$ cat src/rtl/cdb_arbiter.sv
// Purpose: buffers one result per producer (ADD1-3, MULT1-2, LS) and broadcasts one (tag, value) per cycle on the CDB, round-robin.
// Latency: offer accepted at cycle N, slot full at N+1, earliest CDB_valid at N+2.
// Backpressure: X_ready = ~full[X]; a producer holds its offer until its slot drains, and flush discards everything including same-cycle offers.
module cdb_arbiter #(
    parameter int DATA_W = 32,
    parameter int TAG_W  = 4
) (
    input  logic              clk,
    input  logic              rst_n,
    input  logic              flush,
    input  logic              ADD1_valid,
    input  logic              ADD2_valid,
    input  logic              ADD3_valid,
    input  logic              MULT1_valid,
    input  logic              MULT2_valid,
    input  logic [DATA_W-1:0] ADD1_result,
    input  logic [DATA_W-1:0] ADD2_result,
    input  logic [DATA_W-1:0] ADD3_result,
    input  logic [DATA_W-1:0] MULT1_result,
    input  logic [DATA_W-1:0] MULT2_result,
    output logic              ADD1_ready,
    output logic              ADD2_ready,
    output logic              ADD3_ready,
    output logic              MULT1_ready,
    output logic              MULT2_ready,
    input  logic              LS_valid,
    input  logic [DATA_W-1:0] LS_value,
    input  logic [2:0]        LS_idx,
    output logic              LS_ready,
    output logic              CDB_valid,
    output logic [TAG_W-1:0]  CDB_tag,
    output logic [DATA_W-1:0] CDB_value,
    output logic              LS_idx_err
);

    // Slot order 0..5 = ADD1, ADD2, ADD3, MULT1, MULT2, LS.
    localparam int          N_SLOT  = 6;
    localparam logic [2:0]  LS_SLOT = 3'd5;

    logic [N_SLOT-1:0] r_full;
    logic [DATA_W-1:0] r_val [N_SLOT];
    logic [TAG_W-1:0]  r_tag [N_SLOT];
    logic [2:0]        r_last;
    logic              r_cdb_vld;
    logic [TAG_W-1:0]  r_cdb_tag;
    logic [DATA_W-1:0] r_cdb_dat;
    logic              r_idx_err;

    logic [N_SLOT-1:0] w_in_vld;
    logic [DATA_W-1:0] w_in_dat [N_SLOT];
    logic [TAG_W-1:0]  w_in_tag [N_SLOT];
    logic [N_SLOT-1:0] w_cap;
    logic              w_ls_bad;
    logic              w_gnt_vld;
    logic [2:0]        w_gnt_idx;
    logic [3:0]        w_sum;

    assign w_in_vld = {LS_valid, MULT2_valid, MULT1_valid, ADD3_valid, ADD2_valid, ADD1_valid};

    assign w_in_dat[0] = ADD1_result;
    assign w_in_dat[1] = ADD2_result;
    assign w_in_dat[2] = ADD3_result;
    assign w_in_dat[3] = MULT1_result;
    assign w_in_dat[4] = MULT2_result;
    assign w_in_dat[5] = LS_value;

    assign w_in_tag[0] = TAG_W'(7);
    assign w_in_tag[1] = TAG_W'(8);
    assign w_in_tag[2] = TAG_W'(9);
    assign w_in_tag[3] = TAG_W'(10);
    assign w_in_tag[4] = TAG_W'(11);
    assign w_in_tag[5] = TAG_W'(LS_idx);

    // LS tags 0 and 7 are not real producers; such offers are swallowed.
    assign w_ls_bad = (LS_idx == 3'd0) || (LS_idx == 3'd7);

    // Ready depends only on slot state, never on this cycle's arbitration.
    assign ADD1_ready  = ~r_full[0];
    assign ADD2_ready  = ~r_full[1];
    assign ADD3_ready  = ~r_full[2];
    assign MULT1_ready = ~r_full[3];
    assign MULT2_ready = ~r_full[4];
    assign LS_ready    = ~r_full[5];

    // Capture qualification: handshake, no flush, and a legal LS tag for the LS slot.
    always_comb begin
        w_cap = '0;
        for (int i = 0; i < N_SLOT; i++) begin
            w_cap[i] = w_in_vld[i] & ~r_full[i] & ~flush;
        end
        w_cap[LS_SLOT] = w_cap[LS_SLOT] & ~w_ls_bad;
    end

    // Round-robin search starting one past the last granted slot, wrapping mod 6.
    always_comb begin
        w_gnt_vld = 1'b0;
        w_gnt_idx = r_last;
        w_sum     = '0;
        for (int off = 1; off <= N_SLOT; off++) begin
            w_sum = {1'b0, r_last} + 4'(off);
            if (w_sum >= 4'(N_SLOT)) begin
                w_sum = w_sum - 4'(N_SLOT);
            end
            if (!w_gnt_vld && r_full[w_sum[2:0]]) begin
                w_gnt_vld = 1'b1;
                w_gnt_idx = w_sum[2:0];
            end
        end
    end

    // Slot storage: fill on capture, drain on grant, clear everything on flush.
    always_ff @(posedge clk or negedge rst_n) begin
        if (!rst_n) begin
            r_full <= '0;
            for (int i = 0; i < N_SLOT; i++) begin
                r_val[i] <= '0;
                r_tag[i] <= '0;
            end
        end else if (flush) begin
            r_full <= '0;
        end else begin
            for (int i = 0; i < N_SLOT; i++) begin
                if (w_cap[i]) begin
                    r_full[i] <= 1'b1;
                    r_val[i]  <= w_in_dat[i];
                    r_tag[i]  <= w_in_tag[i];
                end else if (w_gnt_vld && (w_gnt_idx == 3'(i))) begin
                    r_full[i] <= 1'b0;
                end
            end
        end
    end

    // CDB output register and round-robin pointer; value holds when idle or flushed.
    always_ff @(posedge clk or negedge rst_n) begin
        if (!rst_n) begin
            r_cdb_vld <= 1'b0;
            r_cdb_tag <= '0;
            r_cdb_dat <= '0;
            r_last    <= LS_SLOT;
        end else if (flush || !w_gnt_vld) begin
            r_cdb_vld <= 1'b0;
            r_cdb_tag <= '0;
        end else begin
            r_cdb_vld <= 1'b1;
            r_cdb_tag <= r_tag[w_gnt_idx];
            r_cdb_dat <= r_val[w_gnt_idx];
            r_last    <= w_gnt_idx;
        end
    end

    // One-cycle pulse when an illegal LS tag is accepted and dropped.
    always_ff @(posedge clk or negedge rst_n) begin
        if (!rst_n) begin
            r_idx_err <= 1'b0;
        end else begin
            r_idx_err <= LS_valid & ~r_full[LS_SLOT] & w_ls_bad & ~flush;
        end
    end

    assign CDB_valid  = r_cdb_vld;
    assign CDB_tag    = r_cdb_tag;
    assign CDB_value  = r_cdb_dat;
    assign LS_idx_err = r_idx_err;

endmodule

$ cat config.mk
export PLATFORM = sky130hd
export DESIGN_NAME = cdb_arbiter
export DESIGN_NICKNAME = d
export VERILOG_FILES = /design/src/rtl/cdb_arbiter.sv
export SDC_FILE = /design/constraint.sdc
export NUM_CORES = 1
export LEC_CHECK = 0
export CORE_ASPECT_RATIO = 2
export CORE_UTILIZATION = 64
export DETAILED_ROUTE_END_ITERATION = 7
export DONT_BUFFER_PORTS = 1
export HOLD_SLACK_MARGIN = 0.02
export PLACE_DENSITY = 0.8
export SETUP_SLACK_MARGIN = 0.02
export SYNTH_ARGS = -nofsm -noshare
export SYNTH_HDL_FRONTEND = slang
export SYNTH_SLANG_ARGS = --single-unit
export TNS_END_PERCENT = 5
$ cat constraint.sdc
create_clock -name clk -period 4.5 [get_ports clk]
set_input_delay 1.35 -clock clk [delete_from_list [all_inputs] [get_ports clk]]
set_output_delay 1.35 -clock clk [all_outputs]
set_load 0.02 [all_outputs]
After elaboration in Yosys (flattened, before gate mapping)

Index checks and enable logic that the tools add are counted.

Equal/unequal tests: 6
Order comparisons: 13
Reductions and logical operators: 33
Add/subtract/negate cells: 12
Multiply operators: 0
Muxes and demuxes: 51
Div/mod/pow operators: 0
Bitwise operators: 24
Shift operators: 0

Operator list:

| cell                | count |
|---|---|
| $bmux 32 s3         | 1 |
| $mux 32             | 2 |
| $mux 3              | 12 |
| $mux 1              | 25 |
| $ge 4x3->1 const B  | 6 |
| $lt 3x4->1 const B  | 6 |
| $bmux 1 s3          | 6 |
| $reduce_bool 3->1   | 6 |
| $sub 3x3->3 const B | 6 |
| $and 1x1->1         | 15 |
| $add 3x3->4 const B | 3 |
| $bmux 4 s3          | 1 |
| $mux 4              | 3 |
| $reduce_and 2->1    | 6 |
| $logic_and 1x1->1   | 11 |
| $eq 3x3->1 const B  | 3 |
| $add 3x2->4 const B | 2 |
| $not 1->1           | 8 |
| $eq 3x2->1 const B  | 2 |
| $logic_not 1->1     | 6 |
| $logic_not 3->1     | 2 |
| $mux 6              | 1 |
| $add 3x1->4 const B | 1 |
| $ge 4x4->1 const B  | 1 |
| other kinds (3)     | 4 |

Output and inout bits: 44
Latch bits: 0
Memories kept: 0
Bits in writable memories: 0
Memory bits (read-only): 0
Logic and storage cells: 162
Input port bits: 204
Bits in registers: 247

Logic depth before layout (Yosys ltp)

Depth after elaboration: 26
Gate-level depth with buffers: 15
Gate-level depth less buffers: 12

Worst setup path before layout

OpenSTA, ideal clock, no wires.

Kind: reg2reg
Start point: reg r_last[1]
End point: reg r_cdb_dat[10] (netlist: CDB_value[10])
Setup time: 126 ps
Buffers on the path: 4
Period minus slack after synthesis: 3863 ps
Arrival: 3737 ps
Required time: 4374 ps
Cell stages (with the launch flop): 15
Path slack: 637 ps
Cells stage by stage: dfrtp_1 > clkbuf_1 > inv_1 > ha_1 > buf_2 > a211oi_4 > xnor2_1 > mux2i_2 > nand2_2 > o311ai_4 > xnor2_1 > buf_4 > clkbuf_1 > a32oi_1 > a221o_1

Longest elaborated chain between the ends: 25
Elaborated cells on any way between the ends: 64
Those cells by class: add/sub (12); order compare (6); mux (33); bitwise (1); reduce/logical (12)

RTL lines:

| what                                        | line     | RTL |
|---|---|---|
| from (decl)                                 | 43       | `logic [2:0] r_last;` |
| from (signal assigned)                      | 148      | `r_last <= w_gnt_idx;` |
| $add 3x1->4                                 | 100      | `w_sum = {1'b0, r_last} + 4'(off);` |
| $ge 4x3->1 or $sub 3x3->3 (tied branches)   | 101, 102 |  |
| $mux 3                                      | 101      | `if (w_sum >= 4'(N_SLOT)) begin` |
| $bmux 1 s3                                  | 104      | `if (!w_gnt_vld && r_full[w_sum[2:0]]) begin` |
| $mux 1 (implied by the code)                | 104      |  |
| $mux 1                                      | 104      |  |
| $logic_not 1->1                             | 104      |  |
| $logic_and 1x1->1                           | 104      |  |
| [8 not listed]                              | n/a      |  |
| $logic_and 1x1->1                           | 104      |  |
| $mux 1                                      | 104      |  |
| $logic_not 1->1                             | 104      |  |
| $logic_and 1x1->1                           | 104      |  |
| $mux 3                                      | 104      |  |
| $not 3->4 (implied by the code)             | 147      | `r_cdb_dat <= r_val[w_gnt_idx];` |
| $bmux 32 s3                                 | 147      |  |
| $mux 32 (implied by the code) (2 in series) | 147      |  |
| to (signal assigned)                        | 147      |  |
| to (decl)                                   | 46       | `logic [DATA_W-1:0] r_cdb_dat;` |

Several ways; a longest one is shown, not always the timed one. The select of a mux whose other input is x is not followed.
A chain may end at the register's enable or synchronous reset.

Final worst setup path

Start point: reg r_last[2]
End point: reg r_cdb_dat[26] (netlist: CDB_value[26])

Same word-level chain as after synthesis.

==> flow_summary.toml <==
[clock_network]
cts_hold_buf = 0
clock_latency_ns = 0.53
cts_buffer_depth = 3
cts_setup_buffers = 0
root_buffer = "clkbuf_16"
cts_tree = "done"
htreeDepth = 1
cts-resized-gates = 0
clk_pin_slew_ns = 0.07
numCtsBuffers = 22
cts_sinks = 247

[run_status]
status = "completed"

[sta]
slew_headroom = 0.3150
finalCritPeriodShare = 0.9549
hold_viol = 0
worst_pin_slew_ns = 1.027
final_max_slew_viol_count = 0
rsz0062_at_grt = "no"
tns_ns = 0
finalCriticalPeriod_ns = 4.297
setup_viol = 0
timing.fmax_mhz = 232.7
skew_ns = 0.01977

[synthesis]
synthDistinctLibCells = 66
ys.flop_type = "dfrtp_1"
yosysWarnings = 0
syn_inst = 1024
synthTopCellsByCount = "dfrtp_1 (245), mux2_2 (194), nand2_1 (80)"
avgSynthCellArea_um2 = 11.78
synthArstFlopShare = 1.000
ys_seq_elements = 247
synth-seq-area-share = 0.5128
synth_area_leaders = "dfrtp_1 (51%), mux2_2 (18%), o21ai_0 (3.0%), a221o_1 (2.7%), nand2_1 (2.5%)"
synth_edf_count = 0
yosys.area.top_type = "dfrtp_1"
yosysMostFrequentCell = "dfrtp_1"
syn_area_mm2 = 0.01206
syn-num-nets = 1239
synth_top_area_frac = 0.5085

[placed_design]
hpwlAfterDp_mm = 25.64
io_buffers = 0
placed_cell_area_mm2 = 0.01251
gp_congestion = 0.9776
dp.cells = 1208

[finish]
stdcell_count = 1261
area_growth_pct = 10.91
layout.nets = 1231
fillCellCount = 1262
final_area_mm2 = 0.01337
drive_above_1_share = 0.3175

[critical_path]
critPathKind = "flop to flop"
cp-end-kind = "flop"
cp_max_fo = 65
startpoint_type = "flop"
worstPathArrival_ns = 4.77
worstPathRequired_ns = 4.97
r2r_cells = 12

[die]
dieWidth_um = 99.06
die_area_mm2 = 0.01943
core_area_mm2 = 0.01839
io_pins = 248
fp-row-count = 70
die_h_um = 196.1
start_util = 0.6556

[detailed_routing]
via_per_inst = 7.117
ant_nets = 0
routedWlPerCell_um = 29.37
dr.pass1.iters = 4
wl_mm = 37.04
num_vias = 8974
drtIter0Drc = 626
drc_errors = 0

[worst_hold_path]
whs_path_depth = 1
hold_path.class = "flop to flop"

[global_route]
grt_pass1_vias = 9355
grt_remaining_overflow = 0
grt_pass1_wl_mm = 55.03
antenna_found_initial = 17
grt_max_degree = 248
grt_usage = 0.3850

[flow_run]
timing.max_cap.violations = 0
==> routing by layer <==
layer / GRT usage / up-vias / wire length (um)
li1: - / 3850 / -
met1: 0.3798 / 4517 / 11370
met2: 0.6734 / 453 / 19430
met3: 0.08479 / 152 / 2554
met4: 0.3284 / 2 / 3682
met5: 0 / - / 12
==> through the flow <==
stage               hold slack, ns  setup WS, ns    util
floorplan                   0.4397        0.6370       -
global placement            0.4596        0.1386  0.6803
detailed placement          0.4584        0.1012  0.6803
CTS                         0.4829       0.05421  0.7234
global route                0.5020       0.04425  0.7271
finish                      0.4907        0.2029  0.7271
==> layout by cell type (no fill, tap or decap), drive strengths merged, types with 15 or more instances in the layout <==
master / netlist / final
nand2: 81 / 81
a221o: 32 / 32
nor2: 19 / 19
diode: 0 / 15
clkbuf: 64 / 27
o21ai: 74 / 74
dfrtp: 245 / 245
mux2: 194 / 194
a2111oi: 32 / 32
buf: 27 / 59
a32oi: 33 / 33
nand3: 41 / 41
a31oi: 34 / 34
==> final timing paths <==
path                                       start                   endpoint  slack [ns]
max                        r_last[2]$_DFFE_PN1P_  CDB_value[26]$_DFFE_PN0P_        0.20
min                         r_tag[9]$_DFFE_PN0P_       r_tag[9]$_DFFE_PN0P_        0.49
max reg2reg                r_last[2]$_DFFE_PN1P_  CDB_value[26]$_DFFE_PN0P_        0.20
min reg2reg                 r_tag[9]$_DFFE_PN0P_       r_tag[9]$_DFFE_PN0P_        0.49
max in group asynchronous                  rst_n     r_val[166]$_DFFE_PN0P_        3.55
min in group asynchronous                  rst_n      r_val[46]$_DFFE_PN0P_        0.52
==> cell families (layout without fill, tap and decap cells) <==
group	after synthesis	in the layout	share of synthesized area
compound gates	253	253	0.1567
flops	247	247	0.5128
buf+inv	105	111	0.03943
mux	209	209	0.1974
simple gates	188	188	0.07368
other cells	0	15	0
xor+xnor	11	11	0.008614
fa+ha+maj	11	11	0.01141
==> flip-flops by register name (all words and copies together) (netlist names) <==
register	flops
r_val	192
r_last	3
LS_idx_err	1
CDB_tag	4
r_full	6
r_tag	8
CDB_value	32
CDB_valid	1
==> critical path, cell delays in order (launching register included) <==
cell and delay (ns):
dfstp_2 0.65, inv_1 0.14, ha_1 0.34, a211oi_4 0.26, xnor2_1 0.25, mux2i_2 0.38, and2_1 0.27, nand3_1 0.19
o221ai_4 0.22, buf_6 0.46, nand3_1 0.17, a32oi_1 0.62, a221o_1 0.24
==> cell type report <==
class	count	area (um2)	area share
flip-flops and latches	247	6183	0.4624
well taps	216	270.3	0.02021
inverters	14	52.55	0.003930
clock inverters	11	182.7	0.01366
multi-input cells	672	5510	0.4121
repair buffers	59	525.5	0.03930
clock buffers	27	610.6	0.04566
diodes	15	37.54	0.002807
Power is not shown: default switching activity piles up to over one toggle a cycle in this logic, so the estimate is an artifact.
==> RTL edit 1, RTL diff (same flow settings) <==
Register the output `LS_idx_err` once more, cleared by the reset; this adds one clock of latency there. The other outputs are not delayed to match.
--- a/src/rtl/cdb_arbiter.sv
+++ b/src/rtl/cdb_arbiter.sv
@@ -162,5 +162,11 @@
     assign CDB_tag    = r_cdb_tag;
     assign CDB_value  = r_cdb_dat;
-    assign LS_idx_err = r_idx_err;
+    always_ff @(posedge clk or negedge rst_n) begin
+        if (!rst_n) begin
+            LS_idx_err <= '0;
+        end else begin
+            LS_idx_err <= r_idx_err;
+        end
+    end
 
 endmodule
Behaviour: not the same (a bounded check fails within 4 cycles, from zero or initial values and one cycle with rst_n low).
==> RTL edit 1 against the unedited design <==
- clock skew fell by 0.0056 ns
- hold slack got worse by 0.13 ns
- maximum frequency rose by 2.2%
- global-route usage fell by 5.7 points
- wire length fell by 17%
- via count fell by 17%
- non-clock buffer count fell by 34
- sequential cell count rose by 1
- worst setup slack improved by 0.095 ns
- die area fell by 0.80%
- synthesized area fell by 0.81%
- synthesized cell count fell by 16%
- final area fell by 2.4%
- largest cell class unchanged
Power is not shown: default switching activity piles up to over one toggle a cycle in this logic, so the estimate is an artifact.
==> RTL edit 1: results (changes against the unedited design) <==
- Via density per instance: 6.74 (was 7.12)
- Adder-cell share of the synthesized area: 1.15% (was 1.14%)
- Delay of the slowest critical-path stage: 0.67 ns (was 0.65 ns)
- Cell with the biggest individual delay on the critical path: dfstp_2 (unchanged)
- Starting DRT DRC Count: 267 (was 626)
- Global router's overall resource usage: 32.8% (was 38.5%)
- Top cells by instance count after synthesis: 246 x dfrtp_1, 198 x mux2_2, 45 x mux2i_1 (was 245 x dfrtp_1, 194 x mux2_2, 80 x nand2_1)
- Post CTS Setup Buffer Count: 0 (unchanged)
- Leading cell types by total area after synthesis: dfrtp_1 51%, mux2_2 19%, mux4_1 4.4% (was dfrtp_1 51%, mux2_2 18%, o21ai_0 3.0%)
- Number of H-tree levels: 1 (unchanged)
- Post-DP HPWL: 21600 um (was 25600 um)
- Synth Area in Compound Gates: 5.80% (was 15.7%)
- Wire length of the first global-routing pass: 47100 um (was 55000 um)
- Number of cells in the design after placement: 1045 (was 1208)
- Most used flip-flop cell after synthesis: dfrtp_1 (unchanged)
- Global placer's final weighted congestion: 0.908 (was 0.978)
- Largest fanout on the critical path: 21 (was 65)
- CTS root buf: clkbuf_16 (unchanged)
- Layout Skew: 0.0142 ns (was 0.0198 ns)
- Proportion of layout cells with a drive suffix above 1: 35.2% (was 31.7%)
- Register area share after synthesis: 51.9% (was 51.3%)
- Flip-flop count of the largest register after layout: 192 (unchanged)
- Synth Net Count: 1080 (was 1239)
- Tightest Pin Transition: 1.06 ns (was 1.03 ns)
- Xor and xnor fraction of the mapped netlist area: 0.575% (was 0.861%)
- Multiplexer fraction of the synthesized cell area: 29.4% (was 19.7%)
- Final wirelength: 30800 um (was 37000 um)
- Standard cell area after detailed placement: 0.0122 sq mm (was 0.0125 sq mm)
- Number of antenna violations at the first check in global routing: 14 (was 17)
- Post-synthesis instance total: 865 (was 1024)
- Clk slew on worst S/H paths: 0.07 ns (about the same)
- Port buffer count: 0 (unchanged)
- Number of detailed-routing iterations run before antenna repair: 5 (was 4)
- Syn. warnings: 0 (unchanged)
- Via count: 7414 (was 8974)
- Clk_lat worst skew: about 0.52 ns
- Largest register by flop count: r_val (unchanged)
- WP data arrival: 4.60 ns (was 4.77 ns)
- Cell family contributing the most delay on the critical path: simple AND/OR/NAND/NOR gates (was compound AO/OA/AOI/OAI gates)
- Maximum clock path buffer count: 3 (unchanged)
- Path type of the worst min-delay path: flip-flop to flip-flop (unchanged)
- Maximum number of pins on one net before global-route repair: 249 (was 248)
- Async S/R FF share, synth: 100% (unchanged)
- Result of the run: finished clean (unchanged)
- Final core utilization: 71.3% (was 72.7%)
- Via count of the first global-routing pass: 8374 (was 9355)
- Clock buffer count from CTS: 23 (was 22)
- Post-synth cell types: 74 (was 66)
- Max Transition Viols Final: 0 (unchanged)
- Final-layout fill cell count: 1188 (was 1262)
## RTL edit 1: logic make-up after synthesis
| logic type | after synthesis |
|---|---|
| compound gates | 88 |
| simple gates | 160 |
| xor+xnor | 7 |
| fa+ha+maj | 11 |
| mux | 277 |
| flops | 248 |
| buf+inv | 74 |
## RTL edit 1: metrics by stage
step / hold slack, ns / worst slack (ns)
2_1_floorplan: 0.331 / 0.401
3_5_place_dp: 0.347 / 0.258
3_3_place_gp: 0.334 / 0.304
6_report: 0.358 / 0.297
5_1_grt: 0.376 / 0.0855
4_1_cts: 0.363 / 0.231
## RTL edit 1: worst paths after layout
path | endpoint | startpoint | cells after the start | slack (ns)
worst max-delay path | CDB_value[22] | r_last[2] | 12 | 0.30
max in group asynchronous | r_val[126] | rst_n | 0 | 3.43
worst min-delay path | LS_idx_err | r_idx_err | 0 | 0.36
worst max register to register | CDB_value[22] | r_last[2] | 12 | 0.30
worst min register to register | LS_idx_err | r_idx_err | 0 | 0.36
min in group asynchronous | LS_idx_err | rst_n | 0 | 0.52
## RTL edit 1: layout make-up
class                           count  share of cell area [%]
Multi-Input combinational cell    543                    41.5
Sequential cell                   248                    47.6
Antenna cell                       14                   0.268
Tap cell                          216                    2.07
Inverter                           13                   0.374
Clock buffer                       29                    4.89
Clock inverter                     12                    1.15
Timing Repair Buffer               25                    2.20
## RTL edit 1: worst reg2reg max path: stages (launching register included)
cell      delay (ns)
dfstp_2         0.67
inv_1           0.19
ha_1            0.47
a211oi_1        0.14
xnor2_1         0.42
mux2i_2         0.40
nor3b_1         0.13
and2_1          0.21
o211ai_1        0.19
and2_4          0.42
buf_12          0.22
mux4_1          0.32
a211o_1         0.31
## RTL edit 1: what timing repair did
| item | in CTS | in global routing |
|---|---|---|
| resized for setup | 0 | 1 |
| hold buffers | 0 | 0 |
| endpoints found under the setup margin | 0 | 12 |
## RTL edit 1: metal layers
layer | track usage, % | up-vias | routed length [um]
li1 | - | 3239 | -
met1 | 34.5 | 3766 | 10400
met2 | 59.4 | 309 | 16700
met3 | 5.87 | 100 | 1770
met4 | 21.3 | 0 | 1900
met5 | 0 | - | 0
==> RTL edit 2, RTL diff (same flow settings) <==
Without the edit above. The parameter `DATA_W` goes from 32 to 16.
--- a/src/rtl/cdb_arbiter.sv
+++ b/src/rtl/cdb_arbiter.sv
@@ -3,5 +3,5 @@
 // Backpressure: X_ready = ~full[X]; a producer holds its offer until its slot drains, and flush discards everything including same-cycle offers.
 module cdb_arbiter #(
-    parameter int DATA_W = 32,
+    parameter int DATA_W = 16,
     parameter int TAG_W  = 4
 ) (
Ports: changed (7 resized); port bits go from 248 to 136. No check against the original RTL was run, so the function may have changed too.
==> RTL edit 2 against the unedited design <==
- synthesized area down 42%
- die area shrank 42%
- synthesized cell count decreased by 45%
- maximum frequency about the same
- sequential share of layout area down 2.0 points
- global-route usage down 4.2 points
- worst setup slack is essentially flat
- hold slack lost 0.030 ns
- sequential cell count shrank 112
- critical path depth is 1 lower
- wire length down 51%
- final area fell by 43%
- highest routed layer is now met4
Power is left out: the tool's default activity adds up to more than one toggle a clock period on the data nets, which glitch-free logic cannot reach.
==> RTL edit 2: results (changes against the unedited design) <==
- Result of the run: finished clean (unchanged)
- Layout Skew: 0.00885 ns (was 0.0198 ns)
- Number of cells on the worst reg-to-reg path: 11 (was 12)
- Largest fanout on the critical path: 28 (was 65)
- Via count of the first global-routing pass: 5114 (was 9355)
- Global placer's final weighted congestion: 0.970 (was 0.978)
- Proportion of layout cells with a drive suffix above 1: 30.4% (was 31.7%)
- Post-synthesis instance total: 566 (was 1024)
- Clk_lat worst skew: 0.41 ns (was 0.53 ns)
- Final nets: 683 (was 1231)
- Setup WS pre-CTS: 0.564 ns (was 0.101 ns)
- Number of antenna violations at the first check in global routing: 2 (was 17)
- Wire length of the first global-routing pass: 27500 um (was 55000 um)
- Setup slack, reg-to-reg: 0.20 ns (about the same)
- Number of cells in the design after placement: 682 (was 1208)
- Maximum number of pins on one net before global-route repair: 136 (was 248)
- Normalized max-slew margin: 33.1% (was 31.5%)
- Standard cell area after detailed placement: 0.00707 sq mm (was 0.0125 sq mm)
- Starting DRT DRC Count: 318 (was 626)
- Post-layout instance count excluding filler cells: 714 (was 1261)
- Top cells by instance count after synthesis: 133 x dfrtp_1, 108 x mux2_2, 42 x mux2i_1 (was 245 x dfrtp_1, 194 x mux2_2, 80 x nand2_1)
- Synth Net Count: 685 (was 1239)
- Capturing element of the worst setup path: CDB_value[15] (was CDB_value[26])
- Via density per instance: 6.73 (was 7.12)
- Flip-flop count of the largest register after layout: 96 (was 192)
==> RTL edit 2: cell families (layout without fill, tap and decap cells) <==
group	Yosys count	in the layout	share of synthesized area, %
mux	165	165	26.3
flops	135	135	48.5
compound gates	102	102	11.1
simple gates	101	101	7.78
buf+inv	45	54	3.16
fa+ha+maj	11	11	1.98
xor+xnor	7	7	1.10
other cells	0	2	0
==> RTL edit 2: worst min-delay path by stage <==
| stage | startpoint | endpoint | slack, ns | cells past startpoint |
|---|---|---|---|---|
| after CTS | r_tag[4] | r_tag[4] | 0.46 | 1 |
| after detailed placement | r_tag[4] | r_tag[4] | 0.45 | 1 |
| after global placement | r_tag[4] | r_tag[4] | 0.44 | 1 |
| after global routing | r_tag[9] | r_tag[9] | 0.48 | 1 |
| after floorplan | r_tag[4] | r_tag[4] | 0.43 | 1 |
| final | r_tag[4] | r_tag[4] | 0.46 | 1 |
==> RTL edit 2: metal layers <==
metal / vias up / wire length (um) / GRT usage (%)
met2: 201 / 9930 / 57.8
met3: 51 / 1170 / 9.97
met5: - / 0 / 0
li1: 2098 / - / -
met1: 2456 / 6450 / 37.1
met4: 0 / 759 / 19.1
==> RTL edit 2: worst max-delay path, stage by stage, from the launching register on <==
cell	delay, ns
dfstp_2	0.74
buf_4	0.33
nand3b_1	0.26
a2111oi_0	0.51
a311o_1	0.27
nand2_1	0.16
a311oi_1	0.66
a311o_1	0.22
a22o_2	0.26
buf_12	0.25
mux2i_1	0.30
o221ai_1	0.17
==> RTL edit 2: final cells by class <==
cell class	instances	area, sq um
sequential	135	3380
multi-input combinational	386	3370
fill	686	2900
clock buffer	18	439
tap	137	171
clock inverter	12	130
timing repair buffer	9	92.6
inverter	15	56.3
antenna	2	5.00
